===== config.mk =====
export PLATFORM = sky130hd
export DESIGN_NAME = addsub_seq
export DESIGN_NICKNAME = d
export VERILOG_FILES = /design/src/rtl/addsub_pkg.sv /design/src/rtl/addsub_slice.sv /design/src/rtl/addsub_seq.sv
export SDC_FILE = /design/constraint.sdc
export NUM_CORES = 1
export LEC_CHECK = 0
export ABC_AREA = 0
export CAP_MARGIN = 20
export CORE_MARGIN = 2
export CORE_UTILIZATION = 45
export CTS_CLUSTER_DIAMETER = 150
export CTS_CLUSTER_SIZE = 30
export DETAILED_ROUTE_END_ITERATION = 6
export GPL_TIMING_DRIVEN = 0
export PLACE_DENSITY = 0.69
export SLEW_MARGIN = 20
export SYNTH_ARGS = -nofsm -noshare
export SYNTH_HDL_FRONTEND = slang
export SYNTH_SLANG_ARGS = --single-unit

===== constraint.sdc =====
create_clock -name clk -period 2.6 [get_ports clk]
set_clock_uncertainty 0.15 [all_clocks]
set_input_delay 0.78 -clock clk [delete_from_list [all_inputs] [get_ports clk]]
set_output_delay 0.78 -clock clk [all_outputs]
set_load 0.01 [all_outputs]

===== src/rtl/addsub_pkg.sv =====
// Shared types and default sizing for the slice-serial adder/subtractor.
package addsub_pkg;
   localparam int DEF_WIDTH = 16;
   localparam int DEF_SLICE = 4;

   typedef enum logic [1:0] {
      IDLE = 2'd0,
      BUSY = 2'd1,
      DONE = 2'd2
   } state_t;
endpackage


===== src/rtl/addsub_slice.sv =====
// SLICE-bit ripple adder; also reports the carry into its MSB so the caller
// can form signed overflow on the top slice.
module addsub_slice #(
   parameter int SLICE = 4
) (
   input  logic [SLICE-1:0] x,
   input  logic [SLICE-1:0] y,
   input  logic             ci,
   output logic [SLICE-1:0] s,
   output logic             co,
   output logic             cm
);
   logic c;

   always_comb begin
      c  = ci;
      s  = '0;
      cm = 1'b0;
      for (int i = 0; i < SLICE; i++) begin
         if (i == SLICE - 1) cm = c;
         s[i] = x[i] ^ y[i] ^ c;
         c    = (x[i] & y[i]) | (c & (x[i] ^ y[i]));
      end
      co = c;
   end
endmodule


===== src/rtl/addsub_seq.sv =====
// Slice-serial add/subtract with accumulator, one SLICE per cycle, LSB first.
// Optional saturation on signed overflow when SATURATE_EN is defined.
module addsub_seq
   import addsub_pkg::*;
#(
   parameter int WIDTH = DEF_WIDTH,
   parameter int SLICE = DEF_SLICE
) (
   input  logic             clk,
   input  logic             rst_n,
   input  logic             in_valid,
   output logic             in_ready,
   input  logic [WIDTH-1:0] a,
   input  logic [WIDTH-1:0] b,
   input  logic             cin,
   input  logic             sub,
   input  logic             acc,
   output logic             out_valid,
   input  logic             out_ready,
   output logic [WIDTH-1:0] sum,
   output logic             cout,
   output logic             ov,
   output logic             zero,
   output state_t           state_dbg
);
   localparam int NSLICE = WIDTH / SLICE;
   localparam int IW     = $clog2(NSLICE + 1);
   localparam logic [IW-1:0] LAST = IW'(NSLICE - 1);

   // Handshakes: a transfer happens on a rising edge where valid and ready
   // are both 1; valid holds its payload stable until that edge.

   state_t           state;
   logic [IW-1:0]    idx;
   logic [WIDTH-1:0] op_a;
   logic [WIDTH-1:0] op_b;
   logic             carry;
   logic [WIDTH-1:0] acc_r;
   logic [WIDTH-1:0] a_next;
   logic [WIDTH-1:0] fin;
   logic [SLICE-1:0] sl_s;
   logic             sl_co;
   logic             sl_cm;

   addsub_slice #(.SLICE(SLICE)) u_slice (
      .x  (op_a[SLICE-1:0]),
      .y  (op_b[SLICE-1:0]),
      .ci (carry),
      .s  (sl_s),
      .co (sl_co),
      .cm (sl_cm)
   );

   // op_a doubles as the result register: each slice sum enters at the top,
   // so after NSLICE shifts it holds the full result.
   if (WIDTH > SLICE) begin : g_multi
      assign a_next = {sl_s, op_a[WIDTH-1:SLICE]};
   end else begin : g_single
      assign a_next = sl_s;
   end

   always_comb begin
      fin = a_next;
`ifdef SATURATE_EN
      // On the last slice op_a[SLICE-1] is still the original operand-A MSB.
      if (sl_co ^ sl_cm)
         fin = op_a[SLICE-1] ? {1'b1, {(WIDTH-1){1'b0}}} : {1'b0, {(WIDTH-1){1'b1}}};
`endif
   end

   assign in_ready  = (state == IDLE);
   assign state_dbg = state;

   always_ff @(posedge clk or negedge rst_n) begin
      if (!rst_n) begin
         state     <= IDLE;
         idx       <= '0;
         op_a      <= '0;
         op_b      <= '0;
         carry     <= 1'b0;
         acc_r     <= '0;
         out_valid <= 1'b0;
         sum       <= '0;
         cout      <= 1'b0;
         ov        <= 1'b0;
         zero      <= 1'b0;
      end else begin
         case (state)
            IDLE: begin
               if (in_valid) begin
                  op_a  <= acc ? acc_r : a;
                  op_b  <= b ^ {WIDTH{sub}};
                  carry <= cin | sub;
                  idx   <= '0;
                  state <= BUSY;
               end
            end
            BUSY: begin
               op_a  <= a_next;
               op_b  <= op_b >> SLICE;
               carry <= sl_co;
               idx   <= idx + 1'b1;
               if (idx == LAST) begin
                  state     <= DONE;
                  out_valid <= 1'b1;
                  sum       <= fin;
                  cout      <= sl_co;
                  ov        <= sl_co ^ sl_cm;
                  zero      <= (fin == '0);
               end
            end
            DONE: begin
               if (out_ready) begin
                  state     <= IDLE;
                  out_valid <= 1'b0;
                  acc_r     <= sum;
               end
            end
            default: state <= IDLE;
         endcase
      end
   end
endmodule


==> impl_results.md, run 1 <==
* RSZ-0062 raised after global routing: yes
* Global route overflow at 0
* Via Count at 2485
* Design Area, Final at 4496 sq um
* Post-Synthesis Cells at 282
* Drt first pass iters at 4
* First-pass GRT wire length at 13250 um
* TritonCTS clock tree: yes
* F_max at 389.7 MHz
* GRT Total Usage at 19.85%
* Nets at 398
* Setup crit start kind: flop
* # hold bufs at CTS at 0
* Worst-skew pair later-pin latency at 0.34 ns
* Clock sinks at 74
* Reg2reg start: op_a[0]
* Slowest cell on the critical path: fa_1
* Routed WL at 8068 um
* CTS Buf Count at 9
* CP Data Required Time at 2.73 ns
* Hold Fails Final Rpt at 0
* Met1 wire length at 3890 um
* FF-to-FF setup slack at 0.03 ns
* CP Cell Sequence: inv_1 -> fa_2 -> inv_2 -> fa_2 -> fa_2 -> inv_2 -> fa_1 -> o22ai_1 -> a22o_1
* Syn_area_per_cell at 12.67 sq um
* Die width at 93.10 um
* Top delay family on crit path: adder cells
* Largest net degree at the start of global routing at 40
* Worst Hold Class: input pin to asynchronous set/reset pin
* Worst slew pin tran at 0.5211 ns
* Min Tclk post-route at 2.566 ns
* Share of layout cells above drive strength 1 at 25.21%
* FILL cells at 656
* Clk root buf: clkbuf_8
* Remaining DRCs at 0
* Crit end category: flop
* Met2 Routed Length at 3814 um
* CP max FO at 3
* Clock buffer depth at 2
* Most used cell, CP: fa_2
* Synthesized flop and latch total at 74
* Distinct cells, synth at 35
* Hpwl dp at 5867 um
* Die area at 8667 sq um
* Peak VDD IR at 0.0004041 V
* Post-synthesis sequential area ratio at 51.84%
* MaxCap Viol Count at 0
* Clock transition at path regs at 0.08 ns
* IO buf count at 59
* Worst path max stage delay at 0.44 ns
* Core area at 7727 sq um
* Initial Utilization at 46.23%
* Slew HR at 65.26%
* Worst Path Arrival at 2.69 ns
* H-tree Lvls at 3
* Post-Syn Area at 3572 sq um
* R2R Path End: op_a[15]
* Crit path to: op_a[15]
* Initial antenna violation count at 0
* IO Pins at 62
* P per Cell Area at 1160 nW/um^2
* Reg2reg path depth at 9
* Kind of critical path: flop to flop
* Period utilization at 98.71%
* CP bufs+invs at 3
* Leakage Power at 0.002054 uW
* Max-slew violation count at 0
* Fin util at 58.18%
* Worst setup path start: op_a[0]
* Run status: complete, no violations
* GP Congestion at 0.8523
* Area grow syn2layout at 25.85%
* Antenna viol nets, final at 0
* Ant diodes at 0
* Die H at 93.10 um
* Most frequent cells in the layout: 73 x dfrtp_1, 58 x clkdlybuf4s50_1, 27 x mux2_2
* FP Rows at 32
* Post-placement cell area at 4308 sq um
* 1st-iter DRT viols at 115
* WL met3 at 303 um
* Synth warn at 0
* WL/cell at 17.58 um
* Routed vias/inst at 5.414
* Vias in the first global route at 2610
* Final setup fails at 0
* Top routing layer in use: met4
* Critical Path Stages at 9
* Syn Nets at 327
* Commonest non-fill, non-tap cell in the layout: dfrtp_1
-- routing by layer --
metal	global-route usage [%]	up-vias
li1	-	1166
met1	27.52	1233
met2	31.70	79
met3	3.384	7
met4	6.985	0
met5	0	-
-- final cells by class --
class / instances / area, sq um / share of cell area (%)
Clock buffer: 12 / 135.1 / 3.006
Timing Repair Buffer: 63 / 630.6 / 14.03
Inverter: 10 / 37.54 / 0.8350
Sequential cell: 74 / 1856 / 41.27
Clock inverter: 3 / 17.52 / 0.3896
Buffer: 17 / 133.9 / 2.978
Multi-Input combinational cell: 178 / 1558 / 34.65
Tap cell: 102 / 127.6 / 2.839
-- worst register-to-register path, cell delays in order, from the launching register on --
cell and delay, ns:
dfrtp_1 0.37, inv_1 0.10, fa_2 0.20, inv_2 0.04, fa_2 0.34, fa_2 0.39, inv_2 0.06, fa_1 0.44
o22ai_1 0.26, a22o_1 0.16
-- cells by family (layout without fill, tap and decap cells) --
| family | after synthesis | in the layout | synth area share, % |
|---|---|---|---|
| AOI/OAI and AO/OA | 73 | 73 | 14.01 |
| xor gates and xnor gates | 17 | 17 | 4.168 |
| adders and majority gates | 6 | 6 | 2.942 |
| buffers and inverters | 30 | 105 | 5.184 |
| DFF | 74 | 74 | 51.84 |
| muxes | 46 | 46 | 16.22 |
| and+or+nand+nor | 36 | 36 | 5.640 |
-- metrics by stage --
| step | TNS [ns] | total power (uW) | std cells | setup WS, ns | hold slack, ns |
|---|---|---|---|---|---|
| detailed placement | -0.1307 | 4349 | 444 | -0.1119 | 0.3192 |
| CTS | 0 | 5188 | 457 | 0.009398 | 0.2633 |
| floorplan | 0 | 3477 | 282 | 0.1515 | 0.3132 |
| global route | -0.09631 | 5585 | 459 | -0.07399 | 0.2766 |
| finish | 0 | 5216 | 459 | 0.03361 | 0.2550 |
| global placement | -145.57 | 4275 | 443 | -1.969 | 0.3153 |
-- cell usage after synthesis --
cell	n	area, sq um
nand2b_1	2	12.51
fa_1	4	80.08
mux2_2	27	304.0
nor4_1	3	18.77
nor2_1	3	11.26
nor4bb_1	1	10.01
nand4_1	1	6.260
buf_6	4	45.04
o21ai_1	1	5.000
o31ai_1	1	7.510
nor2b_2	1	8.760
o22ai_1	17	106.4
nor4b_1	1	8.760
inv_2	1	3.750
a32o_1	1	10.01
clkbuf_1	2	7.510
buf_2	9	45.04
a22o_1	6	52.55
o21ai_0	17	85.08
dfrtp_1	74	1852
xor2_1	17	148.9
buf_12	1	20.02
o22a_1	1	8.760
a21oi_1	2	10.01
nand3b_4	2	40.04
nor2_2	1	6.260
ha_1	2	25.02
inv_1	9	33.78
o21bai_1	1	7.510
a2bb2oi_1	10	87.58
a22oi_1	16	120.1
nand2_1	21	78.83
mux2_4	17	255.2
mux2i_1	2	20.02
buf_4	4	30.03
-- state kept, by name (all words and copies together) (netlist names) --
register	count
op_a	16
out_valid	1
state_dbg	2
op_b	16
idx	3
sum	16
zero	1
ov	1
cout	1
acc_r	16
carry	1
-- report_power, final --
part	internal (uW)	switching [uW]
combinational	1350	1090
clock	339	400
sequential	1660	379
-- worst min-delay path by stage --
stage / from / to / slack, ns / depth (start not counted)
finish: rst_n / acc_r[6] / 0.25 / 1
global route: rst_n / acc_r[6] / 0.28 / 1
CTS: rst_n / acc_r[6] / 0.26 / 1
detailed placement: out_valid / out_valid / 0.32 / 2
global placement: out_valid / out_valid / 0.32 / 2
floorplan: idx[0] / idx[0] / 0.31 / 1
-- what timing repair did --
| action | in CTS | in global routing |
|---|---|---|
| buffers inserted | 1 | 2 |
| endpoints found under the setup margin | 3 | 5 |
| gates resized for setup | 5 | 6 |
| pin swaps | 2 | 5 |
Power figures use the tool's default switching activity.
==> run 2, diff against run 1 <==
--- a/config.mk
+++ b/config.mk
@@ -14,7 +14,7 @@
 export DETAILED_ROUTE_END_ITERATION = 6
 export GPL_TIMING_DRIVEN = 0
 export PLACE_DENSITY = 0.69
-export SLEW_MARGIN = 20
+export SLEW_MARGIN = 40
 export SYNTH_ARGS = -nofsm -noshare
 export SYNTH_HDL_FRONTEND = slang
 export SYNTH_SLANG_ARGS = --single-unit
==> run 2 against run 1 <==
Register-to-register slack about the same. Worst setup slack about the same. Highest routed layer unchanged. First-iteration DRC count unchanged. Non-clock buffer count unchanged. Final cell count unchanged. Largest cell class unchanged. Final area about the same. Critical path type unchanged.
==> impl_results.md, run 2 (synthesis results as in run 1) <==
* Setup crit start kind: flop (unchanged)
* Clock sinks at 74 (unchanged)
* Area grow syn2layout at 25.95% (was 25.85%)
* CTS Buf Count at 9 (unchanged)
* Comb power frac at 46.8% (about the same)
* Flop pwr share at 39.1% (about the same)
* Share of layout cells above drive strength 1 at 25.21% (unchanged)
* Crit end category: flop (unchanged)
* Ant diodes at 0 (unchanged)
* Clock transition at path regs at 0.08 ns (about the same)
* Remaining DRCs at 0 (unchanged)
* Hold Slack at 0.1784 ns (was 0.2550 ns)
* Most used cell, CP: fa_2 (unchanged)
* Clock buffer depth at 2 (unchanged)
* Worst-skew pair later-pin latency at 0.34 ns (about the same)
* Routed vias/inst at 5.407 (was 5.414)
* First-pass GRT wire length at 13250 um (unchanged)
* F_max at 389.7 MHz (unchanged)
* Initial Utilization at 46.23% (unchanged)
* Switching part of the total at 35.75% (was 35.76%)
* CP Data Required Time at 2.73 ns (about the same)
* GR Util met2 at 31.70% (unchanged)
* Commonest non-fill, non-tap cell in the layout: dfrtp_1 (unchanged)
* Reg2reg path depth at 9 (unchanged)
* Leakage Power at 0.002056 uW (was 0.002054 uW)
* Max-slew violation count at 0 (unchanged)
* Period utilization at 98.71% (about the same)
* Die H at 93.10 um (unchanged)
* GP Congestion at 0.8523 (unchanged)
* IO Pins at 62 (unchanged)
* Pint at 3351 uW (was 3350 uW)
* Routed WL at 8064 um (was 8068 um)
* Drt first pass iters at 4 (unchanged)
* RSZ-0062 raised after global routing: yes (unchanged)
* Clk pwr share at 14.2% (about the same)
* Slew HR at 64.88% (was 65.26%)
* Switch Pwr at 1865 uW (about the same)
* WL/cell at 17.57 um (was 17.58 um)
* # hold bufs at CTS at 0 (unchanged)
* TritonCTS clock tree: yes (unchanged)
* Most Used Layer, Global Route: met2 (unchanged)
* MaxCap Viol Count at 0 (unchanged)
* 1st-iter DRT viols at 115 (unchanged)
* CP max FO at 3 (unchanged)
* Met1 usage at 27.52% (unchanged)
* Kind of critical path: flop to flop (unchanged)
* Die area at 8667 sq um (unchanged)
* Nets at 398 (unchanged)
* Vias in the first global route at 2610 (unchanged)
* Final setup fails at 0 (unchanged)
* Peak VDD IR at 0.0004041 V (about the same)
* Clk root buf: clkbuf_8 (unchanged)
* Top delay family on crit path: adder cells (unchanged)
* Worst slew pin tran at 0.5268 ns (was 0.5211 ns)
* Slowest cell on the critical path: fa_1 (unchanged)
* FF-to-FF setup slack at 0.03 ns (about the same)
* Hpwl dp at 5866 um (was 5867 um)
* FP Rows at 32 (unchanged)
* CP bufs+invs at 3 (unchanged)
* GRT Total Usage at 19.85% (unchanged)
* Core area at 7727 sq um (unchanged)
* Worst Hold Class: input pin to asynchronous set/reset pin (unchanged)
* Pwr Total at 5216 uW (about the same)
* Worst path max stage delay at 0.44 ns (about the same)
* Hold Fails Final Rpt at 0 (unchanged)
* Worst Path Arrival at 2.69 ns (about the same)
* IO buf count at 59 (unchanged)
* Most frequent cells in the layout: 73 x dfrtp_1, 58 x clkdlybuf4s50_1, 27 x mux2_2 (unchanged)
* H-tree Lvls at 3 (unchanged)
* P per Cell Area at 1159 nW/um^2 (was 1160 nW/um^2)
* CP Cell Sequence: inv_1 -> fa_2 -> inv_2 -> fa_2 -> fa_2 -> inv_2 -> fa_1 -> o22ai_1 -> a22o_1 (unchanged)
* Die width at 93.10 um (unchanged)
* Global route overflow at 0 (unchanged)
* Antenna viol nets, final at 0 (unchanged)
* Largest net degree at the start of global routing at 40 (unchanged)
* Run status: complete, no violations (unchanged)
* Initial antenna violation count at 0 (unchanged)
* Min Tclk post-route at 2.566 ns (about the same)
* Reg2reg start: op_a[0] (unchanged)
* Via Count at 2482 (was 2485)
* R2R Path End: op_a[15] (unchanged)
* Met3 global-route usage at 3.384% (unchanged)
## run 2: cell counts in the layout (fill, tap and decap cells not counted)
No cell type changed its count.
## run 2: worst reg2reg max path, cell delays in order (launching register included)
cell	delay, ns
dfrtp_1	0.37
inv_1	0.10
fa_2	0.20
inv_2	0.04
fa_2	0.34
fa_2	0.39
inv_2	0.06
fa_1	0.44
o22ai_1	0.26
a22o_1	0.16
## run 2: cell type report
| class | instances | area, sq um |
|---|---|---|
| timing repair buffer | 63 | 634.4 |
| tap | 102 | 127.6 |
| clock inverter | 3 | 17.52 |
| clock buffer | 12 | 135.1 |
| multi-input combinational | 178 | 1558 |
| buffer | 17 | 133.9 |
| fill | 654 | 3228 |
| inverter | 10 | 37.54 |
| sequential | 74 | 1856 |
## run 2: timing repair
item | 4_1_cts | 5_1_grt
hold endpoints to repair | 0 | 0
buffers inserted | 1 | 2
endpoints found under the setup margin | 3 | 5
resized for setup | 5 | 6
cloned | 0 | 0
pin swaps | 2 | 5
## run 2: worst max path at each step
stage	start	to	slack, ns	cells past startpoint
detailed placement	op_a[0]	zero	-0.11	10
global route	carry	zero	-0.07	10
global placement	rst_n	op_b[11]	-1.97	1
CTS	op_a[0]	op_a[15]	0.009	9
finish	op_a[0]	op_a[15]	0.03	9
floorplan	op_a[0]	zero	0.15	10
## run 2: per-layer routing
layer  vias up  share of wire (%)
met5         -                  0
met4         0               0.73
met3         7                3.7
met2        75                 47
met1      1234                 48
li1       1166                  -
## run 2: metrics by stage
step / util [%] / TNS (ns) / setup slack (ns) / cell area [sq um] / cells
after floorplan: - / 0 / 0.1515 / 3572 / 282
after global placement: 55.52 / -145.57 / -1.969 / 4290 / 443
after detailed placement: 55.80 / -0.1307 / -0.1119 / 4312 / 444
after CTS: 57.93 / 0 / 0.009398 / 4477 / 457
after global routing: 58.23 / -0.09631 / -0.07399 / 4499 / 459
final: 58.23 / 0 / 0.03361 / 4499 / 459
## run 2: power by group through the flow
stage / Combinational [uW] / Sequential (uW) / Clock (uW)
5_1_grt: 2670 / 2110 / 806
3_3_place_gp: 2260 / 2020 / 0
3_5_place_dp: 2310 / 2040 / 0
6_report: 2440 / 2040 / 739
4_1_cts: 2390 / 2050 / 753
2_1_floorplan: 1480 / 1990 / 0
==> run 3, diff against run 2 <==
--- a/config.mk
+++ b/config.mk
@@ -13,7 +13,7 @@
 export CTS_CLUSTER_SIZE = 30
 export DETAILED_ROUTE_END_ITERATION = 6
 export GPL_TIMING_DRIVEN = 0
-export PLACE_DENSITY = 0.69
+export PLACE_DENSITY = 0.75
 export SLEW_MARGIN = 40
 export SYNTH_ARGS = -nofsm -noshare
 export SYNTH_HDL_FRONTEND = slang
==> run 3 against run 2 <==
The run now ends with negative setup slack left. Clock power grew 15%. Sequential cell count is the same. Via count increased by 1.3%. Die area unchanged. Sequential share of layout area down 0.21 points. Non-clock buffer count down 3. Final cell count down 0.44%. Combinational power is essentially flat. Largest cell class unchanged.
==> impl_results.md, run 3 (synthesis results as in run 1) <==
* MaxCap Viol Count at 0 (unchanged)
* Post-placement cell area at 4319 sq um (was 4312 sq um)
* # hold bufs at CTS at 0 (unchanged)
* WL/cell at 17.71 um (was 17.57 um)
* Placed cells at 444 (unchanged)
* IO Pins at 62 (unchanged)
* FILL cells at 624 (was 654)
* Worst Hold Class: input pin to asynchronous set/reset pin (unchanged)
* Period utilization at 100.6% (was 98.71%)
* Ant diodes at 0 (unchanged)
* FP Rows at 32 (unchanged)
* Share of layout cells above drive strength 1 at 26.20% (was 25.21%)
* Worst Path Arrival at 2.72 ns (was 2.69 ns)
* RSZ-0062 raised after global routing: yes (unchanged)
* Finished Layout Cells at 457 (was 459)
* Setup ws final at -0.01488 ns (was 0.03361 ns)
* IO buf count at 59 (unchanged)
* R2R Path End: zero (was op_a[15])
* Failing checks: negative setup slack
* Antenna viol nets, final at 0 (unchanged)
* Nets at 395 (was 398)
* P per Cell Area at 1172 nW/um^2 (was 1159 nW/um^2)
* Clock sinks at 74 (unchanged)
* Die area at 8667 sq um (unchanged)
* Core area at 7727 sq um (unchanged)
* Max-slew violation count at 0 (unchanged)
* CP Cell Sequence: inv_1 -> fa_2 -> inv_2 -> fa_2 -> fa_2 -> inv_2 -> fa_2 -> nor4bb_4 -> nand4_1 -> o21ai_1 (was inv_1 -> fa_2 -> inv_2 -> fa_2 -> fa_2 -> inv_2 -> fa_1 -> o22ai_1 -> a22o_1)
* Commonest non-fill, non-tap cell in the layout: dfrtp_1 (unchanged)
* Routed WL at 8095 um (was 8064 um)
* CTS Buf Count at 9 (unchanged)
* FF-to-FF setup slack at -0.01 ns (was 0.03 ns)
* Leakage Power at 0.002071 uW (was 0.002056 uW)
* Routed vias/inst at 5.501 (was 5.407)
* 1st-iter DRT viols at 176 (was 115)
* Kind of critical path: flop to flop (unchanged)
* Clock buffer depth at 2 (unchanged)
* Setup crit start kind: flop (unchanged)
* Worst-skew pair later-pin latency at 0.36 ns (was 0.34 ns)
* Remaining DRCs at 0 (unchanged)
* First-pass GRT wire length at 13030 um (was 13250 um)
* Largest net degree at the start of global routing at 49 (was 40)
* Hold Fails Final Rpt at 0 (unchanged)
* Die H at 93.10 um (unchanged)
* Die width at 93.10 um (unchanged)
* Initial antenna violation count at 0 (unchanged)
* Run status: finished, violations left (was complete, no violations)
* Global route overflow at 0 (unchanged)
* H-tree Lvls at 3 (unchanged)
* GRT Total Usage at 19.78% (was 19.85%)
* Clock transition at path regs at 0.08 ns (about the same)
* Worst slew pin tran at 0.5206 ns (was 0.5268 ns)
* Crit end category: flop (unchanged)
* Hpwl dp at 5820 um (was 5866 um)
* CP Data Required Time at 2.70 ns (was 2.73 ns)
* Setup Total Neg Slack at -0.01488 ns (was 0 ns)
* Most frequent cells in the layout: 73 x dfrtp_1, 57 x clkdlybuf4s50_1, 27 x mux2_2 (was 73 x dfrtp_1, 58 x clkdlybuf4s50_1, 27 x mux2_2)
* Initial Utilization at 46.23% (unchanged)
* GP Congestion at 0.8441 (was 0.8523)
* Peak VDD IR at 0.0004549 V (was 0.0004041 V)
* Slowest cell on the critical path: fa_2 (was fa_1)
* Final setup fails at 1 (was 0)
* Reg2reg start: carry (was op_a[0])
* F_max at 382.4 MHz (was 389.7 MHz)
* Via Count at 2514 (was 2482)
* Most used cell, CP: fa_2 (unchanged)
* CP max FO at 3 (unchanged)
* Design Area, Final at 4522 sq um (was 4499 sq um)
* Drt first pass iters at 4 (unchanged)
* Min Tclk post-route at 2.615 ns (was 2.566 ns)
* Slew HR at 65.29% (was 64.88%)
* Reg2reg path depth at 10 (was 9)
* Clk root buf: clkbuf_8 (unchanged)
* TritonCTS clock tree: yes (unchanged)
* Worst path max stage delay at 0.47 ns (was 0.44 ns)
* Area grow syn2layout at 26.59% (was 25.95%)
* Vias in the first global route at 2551 (was 2610)
==> run 3: final cells by class <==
class	count	area [sq um]	area share (%)
Timing Repair Buffer	60	618.1	13.67
Multi-Input combinational cell	178	1560	34.50
Tap cell	102	127.6	2.822
Inverter	10	37.54	0.8301
Sequential cell	74	1856	41.03
Clock inverter	4	23.77	0.5257
Clock buffer	12	165.2	3.652
Buffer	17	133.9	2.961
==> run 3: worst max-delay path: cells and delay by family, from the launching register on <==
family,cells,cell delay [ns]
buffers and inverters,3,0.20
adders and majority gates,4,1.46
DFF,1,0.38
and+or+nand+nor,2,0.27
AOI/OAI and AO/OA,1,0.07
==> run 3: how the worst max path moves through the flow <==
| stage | to | start | depth (start not counted) | slack (ns) |
|---|---|---|---|---|
| 2_1_floorplan | zero | op_a[0] | 10 | 0.15 |
| 3_3_place_gp | op_b[11] | rst_n | 1 | -1.90 |
| 3_5_place_dp | zero | op_a[0] | 10 | -0.06 |
| 4_1_cts | zero | op_a[0] | 10 | 0.02 |
| 5_1_grt | zero | op_a[0] | 10 | -0.11 |
| 6_report | zero | carry | 10 | -0.01 |
==> run 3: repair_timing <==
| item | 4_1_cts | 5_1_grt |
|---|---|---|
| setup buffers | 0 | 0 |
| setup endpoints to repair | 2 | 2 |
| resized for setup | 6 | 8 |
| pin swaps | 1 | 5 |
==> run 3: metrics by stage <==
stage | hold WS [ns] | utilization, % | worst slack (ns) | total power (uW)
floorplan | 0.3132 | - | 0.1515 | 3477
global placement | 0.3159 | 55.52 | -1.898 | 4262
detailed placement | 0.3217 | 55.89 | -0.06253 | 4357
CTS | 0.1365 | 58.31 | 0.02209 | 5213
global route | 0.1265 | 58.52 | -0.1109 | 5646
finish | 0.1255 | 58.52 | -0.01488 | 5298
==> run 3: layer usage <==
layer  track usage, %  routed length [um]  up-vias
met2            31.28                3910       91
li1                 -                   -     1159
met3            5.479                 498       13
met4            5.392                 126        0
met1            26.98                3560     1251
met5                0                   0        -
==> run 3: power by group <==
part / leakage (uW) / internal [uW] / switching, uW
Clock: 0.000103 / 423 / 427
Sequential: 0.000935 / 1660 / 382
Combinational: 0.00103 / 1310 / 1090
